--- config.mk ---
export PLATFORM = sky130hd
export DESIGN_NAME = mux8_rr_scheduler
export DESIGN_NICKNAME = d
export VERILOG_FILES = /design/src/rtl/mux8_rr_scheduler_pkg.sv /design/src/rtl/mux8_rr_scheduler_rr_pick8.sv /design/src/rtl/mux8_rr_scheduler.sv
export SDC_FILE = /design/constraint.sdc
export NUM_CORES = 1
export LEC_CHECK = 0
export CAP_MARGIN = 20
export CORE_UTILIZATION = 55
export CTS_BUF_LIST = sky130_fd_sc_hd__clkbuf_4
export DETAILED_ROUTE_END_ITERATION = 10
export PLACE_DENSITY_LB_ADDON = 0.05
export SYNTH_ARGS = -nofsm -noshare
export SYNTH_HDL_FRONTEND = slang
export SYNTH_SLANG_ARGS = --single-unit
--- constraint.sdc ---
create_clock -name clk -period 4.22 [get_ports clk]
set_input_delay 0.844 -clock clk [delete_from_list [all_inputs] [get_ports clk]]
set_output_delay 0.844 -clock clk [all_outputs]
set_load 0.02 [all_outputs]
--- src/rtl/mux8_rr_scheduler_pkg.sv ---
`default_nettype none
// ============================================================================
//  Module      : mux8_rr_scheduler_pkg
//  Description : Shared sizes, FSM state encoding and helpers for the 8:1 mux
//                round-robin scheduler.
//  Revision    : 1.0  initial release
// ============================================================================
package mux8_rr_scheduler_pkg;

    localparam int NREQ  = 8;   // requesters, one per mux8to1 data input
    localparam int SEL_W = 3;   // log2(NREQ)

    typedef enum logic {
        ST_IDLE  = 1'b0,
        ST_GRANT = 1'b1
    } state_e;

    // One-hot vector with bit k set
    function automatic logic [NREQ-1:0] onehot8(input logic [SEL_W-1:0] k);
        return {{(NREQ-1){1'b0}}, 1'b1} << k;
    endfunction

endpackage
`default_nettype wire

--- src/rtl/mux8_rr_scheduler_rr_pick8.sv ---
`default_nettype none
// ============================================================================
//  Module      : rr_pick8
//  Description : Combinational circular priority picker. Scans req starting
//                at (base+1) mod 8 and returns the first set bit.
//  Ports       : req   [7:0] in  - candidate request vector
//                base  [2:0] in  - index just before the scan start
//                found       out - at least one candidate present
//                idx   [2:0] out - winning index (meaningful when found=1)
//  Revision    : 1.0  initial release
// ============================================================================
module rr_pick8
    import mux8_rr_scheduler_pkg::*;
(
    input  logic [NREQ-1:0]  req,
    input  logic [SEL_W-1:0] base,
    output logic             found,
    output logic [SEL_W-1:0] idx
);

    logic [NREQ-1:0]  w_rot;
    logic [SEL_W-1:0] w_off;

    // Rotate so that bit 0 of w_rot is requester (base+1); 3-bit wrap does the mod 8
    for (genvar i = 0; i < NREQ; i++) begin : g_rot
        assign w_rot[i] = req[SEL_W'(base + SEL_W'(i + 1))];
    end

    // Lowest set bit of the rotated vector wins
    always_comb begin
        w_off = '0;
        for (int i = NREQ - 1; i >= 0; i--) begin
            if (w_rot[i]) begin
                w_off = SEL_W'(i);
            end
        end
    end

    assign found = |w_rot;
    // Un-rotate back to an absolute requester index
    assign idx   = SEL_W'(base + w_off + SEL_W'(1));

endmodule
`default_nettype wire

--- src/rtl/mux8_rr_scheduler.sv ---
`default_nettype none
// ============================================================================
//  Module      : mux8_rr_scheduler
//  Description : Round-robin owner scheduler for a shared 8:1 mux. Each owner
//                may hold the mux up to MAX_HOLD cycles while others wait; a
//                lone owner is never preempted. Outputs are registered.
//  Ports       : clk            in  - rising-edge clock
//                reset          in  - synchronous active-high reset
//                req       [7:0] in  - per-requester request
//                grant     [7:0] out - one-hot grant (or zero)
//                sel       [2:0] out - owner index, drives mux A,B,C
//                sel_valid       out - grant is non-zero
//  Revision    : 1.0  initial release
// ============================================================================
module mux8_rr_scheduler
    import mux8_rr_scheduler_pkg::*;
#(
    parameter int MAX_HOLD = 4,   // legal 1..8
    parameter int HOLD_W   = 3    // must hold MAX_HOLD-1
)
(
    input  logic             clk,
    input  logic             reset,
    input  logic [NREQ-1:0]  req,
    output logic [NREQ-1:0]  grant,
    output logic [SEL_W-1:0] sel,
    output logic             sel_valid
);

    localparam logic [HOLD_W-1:0] c_HOLD_LIM = HOLD_W'(MAX_HOLD - 1);

    state_e            state_q;
    logic [NREQ-1:0]   grant_q;
    logic [SEL_W-1:0]  sel_q;
    logic [SEL_W-1:0]  last_q;
    logic              valid_q;
    logic [HOLD_W-1:0] hold_q;
    logic [HOLD_W-1:0] hold_d;

    logic [NREQ-1:0]   w_cand;
    logic              w_owner_req;
    logic              w_found;
    logic [SEL_W-1:0]  w_idx;
    logic              w_take;
    logic              w_drop;

    // While granted, the current owner is masked out so the scan, which starts
    // at last+1 (= owner+1), only finds other requesters.
    assign w_cand      = (state_q == ST_GRANT) ? (req & ~grant_q) : req;
    assign w_owner_req = |(req & grant_q);

    rr_pick8 u_pick (
        .req   (w_cand),
        .base  (last_q),
        .found (w_found),
        .idx   (w_idx)
    );

    // New grant: from idle, on owner release, or at the hold limit with others waiting
    assign w_take = w_found && ((state_q == ST_IDLE) || !w_owner_req || (hold_q == c_HOLD_LIM));
    // Owner released and nobody else wants the mux
    assign w_drop = (state_q == ST_GRANT) && !w_owner_req && !w_found;

    // Saturating hold counter
    assign hold_d = (hold_q == c_HOLD_LIM) ? hold_q : hold_q + HOLD_W'(1);

    always_ff @(posedge clk) begin
        if (reset) begin
            state_q <= ST_IDLE;
            grant_q <= '0;
            sel_q   <= '0;
            valid_q <= 1'b0;
            hold_q  <= '0;
            last_q  <= SEL_W'(NREQ - 1);
        end else if (w_take) begin
            state_q <= ST_GRANT;
            grant_q <= onehot8(w_idx);
            sel_q   <= w_idx;
            last_q  <= w_idx;
            valid_q <= 1'b1;
            hold_q  <= '0;
        end else if (w_drop) begin
            // sel and last keep the departing owner
            state_q <= ST_IDLE;
            grant_q <= '0;
            valid_q <= 1'b0;
            hold_q  <= '0;
        end else if (state_q == ST_GRANT) begin
            hold_q  <= hold_d;
        end
    end

    assign grant     = grant_q;
    assign sel       = sel_q;
    assign sel_valid = valid_q;

endmodule
`default_nettype wire

---- Word-level counts from Yosys, hierarchy flattened ----
Index checks and enable logic that the tools add are counted.
storage, ports and cells
  bits in registers ....................... 18
operators by class
  muxes and demuxes ....................... 29
  reductions and logical operators ........ 12
  equality and inequality tests ........... 1
  shifts and indexed selects .............. 1
  $add $sub $neg .......................... 10
  bitwise operators ....................... 5
  $lt $le $gt $ge ......................... 8
operators by type and width
  operator             count
  $lt 3x4->1 const B   8
  $bmux 1 s3           8
  $mux 3               8
  $mux 8               3
  $and 8x8->8          2
  $reduce_or 8->1      2
  $add 3x3->3 const B  4
  $mux 1               10
  $add 3x1->3 const B  3
  $not 8->8            1
  $shl 1x3->8 const A  1
  $add 3x2->3 const B  2
  $add 3x3->3          1
  $eq 3x2->1 const B   1
  $logic_and 1x1->1    3
  $reduce_or 3->1      1
  $logic_not 1->1      2
  $logic_or 1x1->1     2
  $not 1->1            2
  $reduce_and 2->1     1
  $reduce_bool 2->1    1

---- Logic depth before layout (Yosys ltp) ----
  depth in word-level cells ............... 17
  depth in mapped cells ................... 15

---- By module ----
A second synthesis with hierarchy kept.
second synthesis, totals
  cell total of the unflattened synthesis .. 164
  area total of the unflattened synthesis .. 1559.0 µm²
modules (own cells, without submodules)
  module             area each (µm²)  cells each  times used  seq. area each (µm²)
  mux8_rr_scheduler  888.4            104         1           360.3
  rr_pick8           670.6            60          1           0.0

---- Worst setup path after synthesis ----
OpenSTA, ideal clock, no wires.
  path type ............................... in2reg
  from .................................... input port req[1]
  to ...................................... register grant_q[6] (netlist: grant[6])
  path buffers ............................ 0
  arrival ................................. 3.613 ns
  library setup time ...................... 0.070 ns
  cell stages on the path ................. 11
  required time ........................... 4.150 ns
  setup slack ............................. 0.536 ns
  cell sequence ........................... a21boi_1 > a22oi_1 > mux4_2 > nand2b_1 > a21boi_0 > o21ai_0 > a21bo_2 > ha_1 > fa_1 > or4_1 > o2bb2ai_1
on the way
  word-level cells in the longest chain between the ends .. 16
RTL lines
  what                          line                              text
  from (decl)                   mux8_rr_scheduler.sv:24           input logic [NREQ-1:0] req,
  $and 8x8->8                   mux8_rr_scheduler.sv:49           assign w_cand = (state_q == ST_GRANT) ? (req & ~grant_q) : req;
  $mux 8                        mux8_rr_scheduler.sv:49
  $bmux 1 s3                    mux8_rr_scheduler_rr_pick8.sv:26  assign w_rot[i] = req[SEL_W'(base + SEL_W'(i + 1))];
  $mux 1 (implied by the code)  mux8_rr_scheduler_rr_pick8.sv:26
  $mux 3 (8 in a row)           mux8_rr_scheduler_rr_pick8.sv:33  if (w_rot[i]) begin
  $add 3x3->3                   mux8_rr_scheduler_rr_pick8.sv:41  assign idx = SEL_W'(base + w_off + SEL_W'(1));
  $add 3x1->3                   mux8_rr_scheduler_rr_pick8.sv:41
  $shl 1x3->8                   mux8_rr_scheduler_pkg.sv:20       return {{(NREQ-1){1'b0}}, 1'b1} << k;
  $mux 8                        mux8_rr_scheduler.sv:75           end else if (w_take) begin
  to (signal assigned)          mux8_rr_scheduler.sv:77           grant_q <= onehot8(w_idx);
  to (decl)                     mux8_rr_scheduler.sv:33           logic [NREQ-1:0] grant_q;
Parallel ways exist; a longest one is shown, timed or not. The select of a mux whose other input is x is not followed.
A chain may end at the register's enable or synchronous reset.

---- Final worst setup path ----
  from .................................... input port req[7]
  to ...................................... register grant_q[4] (netlist: grant[4])
Same word-level chain as after synthesis.

==> flow_summary.yaml <==
status:
  outcome: "finished clean"
die:
  row_count: 18
  core_um2: 2500
  io_pins: 22
  start_util_pct: 58.3
  die_w_um: 53.5
  die_area_um2: 2860
  die_h_um: 53.5
setup_path:
  worstSetupPathType: "in -> reg"
  critical-path-slowest-cell: "mux4_2"
  required_ns: 4.43
  crit_chain: "clkdlybuf4s50_1 -> a21boi_4 -> a22oi_1 -> mux4_2 -> nand2b_1 -> a21boi_0 -> o21ai_0 -> a21bo_2 -> ha_1 -> fa_1 -> xnor2_2 -> xnor2_2 -> buf_4 -> o41ai_2"
  cp_common_cell: "xnor2_2"
  startpoint_type: "input port"
  cp.arrival_ns: 4.25
  setup.worst_path.end_class: "flip-flop"
  cpPeakStageDelay_ns: 0.50
  crit_fanout: 9
job:
  cap_violations: 0
synth:
  synth-edff-count: 0
  synth-async-reset-ratio_pct: 0
  synthTopCellsByArea: "dfxtp_1 (25%), mux4_2 (7.7%), a221oi_1 (7.2%), a22oi_1 (6.2%), ha_1 (4.3%)"
  yosysMostFrequentCell: "dfxtp_1"
  ys_types: 49
  ys_warn_count: 0
  syn_area_um2: 1460
  synth.avg_cell_area_um2: 9.28
  synth_fp_nets: 173
  yosysSeqAreaShare_pct: 24.7
  synth-seq-cells: 18
  synth_top_area_cell: "dfxtp_1"
  synth_common_cells: "dfxtp_1 (18), a221oi_1 (12), a22oi_1 (12), nand2_1 (12), nor2b_1 (9)"
  synthFlopType: "dfxtp_1"
  synthCells: 157
  synth_top_area_share_pct: 24.7
place:
  hpwl_um: 3020
  postPlaceCellArea_um2: 1800
  portBuffers: 21
  globalplace.congestion: 0.863
  preCtsSetupSlack_ns: -0.182
timing:
  fmax_mhz: 248
  worst_pin_slew_ns: 0.541
  layout_setup_ws_ns: 0.181
  fin_crit_sh_pct: 95.7
  setup_viol: 0
  rsz0062_at_grt: "no"
  finalCriticalPeriod_ns: 4.04
  fin_skew_ns: 0.0117
  timing_hold_violations_final: 0
  max-slew-margin-rel_pct: 63.9
  maxSlewViolCount: 0
min_path:
  hold_path.class: "reg -> reg"
global_routing:
  grt_pass1_wl_um: 6070
  grtUsageTotal_pct: 30.2
  grt_max_degree: 26
  grt_overflow: 0
  grt_antenna_before_repair: 0
  grt_pass1_vias: 1338
power_and_ir_drop:
  ir_worst_vdd_v: 0.000709
  leakage_nw: 0.726
  power.total_mw: 1.68
  cellPowerDensity_nw_per_um2: 909
final_layout:
  n_antenna_cell: 0
  ff_latch_area_um2: 360
  n_fill_cell: 199
  fin_nets: 212
  postLayoutCellArea_um2: 1850
  final_core_util_pct: 74.1
  multi_input_comb_area_um2: 1040
  syn_to_final_growth_pct: 27.1
  drive_above_1_share_pct: 23.2
detailed_routing:
  drtIter0Drc: 53
  route.detailed.drc: 0
  first_pass_iters: 4
  via_per_inst: 6.52
  wl_um: 3910
  wire_per_inst_um: 17.5
  route.vias.total: 1460
  antenna_left: 0
clocking:
  cts_tree: "done"
  numCtsBuffers: 3
  ctsLongestPathBuffers: 2
  cts_hold_buf: 0
  cts.clk_slew.worst_paths_ns: 0.09
  worstSkewPairLatency_ns: 0.31
  numClockSinks: 18
  cts_root_buf: "clkbuf_4"
  htreeDepth: 1
## placed cells by master (no fill, tap or decap), types with 4 or more instances in the layout
cell type        instances
nand2b_1                 4
a221oi_1                12
ha_1                     5
clkdlybuf4s50_1         21
inv_1                    6
or4_1                    4
dfxtp_1                 18
mux4_2                   5
nand2_1                 12
nand3_1                  5
and2_1                   6
nor2b_1                  9
nor2_1                   5
a22oi_1                 11
buf_4                   21
## worst max-delay path: cells and delay by family
| kind | cells | cell delay (ns) |
|---|---|---|
| compound gates | 6 | 1.11 |
| fa+ha+maj | 2 | 0.63 |
| simple gates | 1 | 0.16 |
| xor+xnor | 2 | 0.33 |
| mux | 1 | 0.50 |
| buf+inv | 2 | 0.65 |
## registers in the layout (all words and copies together), names as in the netlist
name and count:
sel_valid 1, last_q 3, grant 8, hold_q 3, sel 3
## logic make-up after synthesis
family                     count (synthesis)  synth area share, %
xor gates and xnor gates                   5                 3.52
DFF                                       18                 24.7
AOI/OAI and AO/OA                         49                 29.2
adders and majority gates                  6                 5.67
muxes                                      5                 7.73
and+or+nand+nor                           59                 23.8
buffers and inverters                     15                 5.41
## metal layers
metal,up-vias,track usage [%],wire [um]
met5,-,0,0
met4,0,12.7,81
met3,9,3.74,198
met2,60,50.0,1930
met1,696,38.9,1710
li1,695,-,-
## final cells by class
| type | instances | share of cell area [%] |
|---|---|---|
| multi-input cells | 124 | 56.0 |
| repair buffers | 42 | 19.9 |
| flip-flops and latches | 18 | 19.4 |
| well taps | 30 | 2.03 |
| inverters | 7 | 1.42 |
| clock buffers | 3 | 1.22 |
## per-stage QoR
step	TNS [ns]	std cells	hold WS, ns
after floorplan	0	157	0.447
after global placement	-0.431	220	0.461
after detailed placement	-1.62	220	0.490
after CTS	0	223	0.507
after global routing	0	224	0.537
final	0	224	0.511
## timing repair
item / in CTS / in global routing
gates resized for setup: 0 / 4
endpoints found under the setup margin: 0 / 10
buffers inserted: 0 / 1
## where the power goes
group	internal [mW]	leakage, nW	switching (mW)
Clock	0.0334	0.0138	0.0536
Combinational	0.656	0.565	0.677
Sequential	0.214	0.148	0.0498
## worst paths after layout
path               to      start  slack (ns)  cells past startpoint
max          grant[4]     req[7]        0.18                     14
max reg2reg  grant[4]  sel_valid        0.51                     14
min reg2reg  grant[6]   grant[6]        0.51                      1
min          grant[6]   grant[6]        0.51                      1
Note: power is estimated with default switching activity, not from simulation.
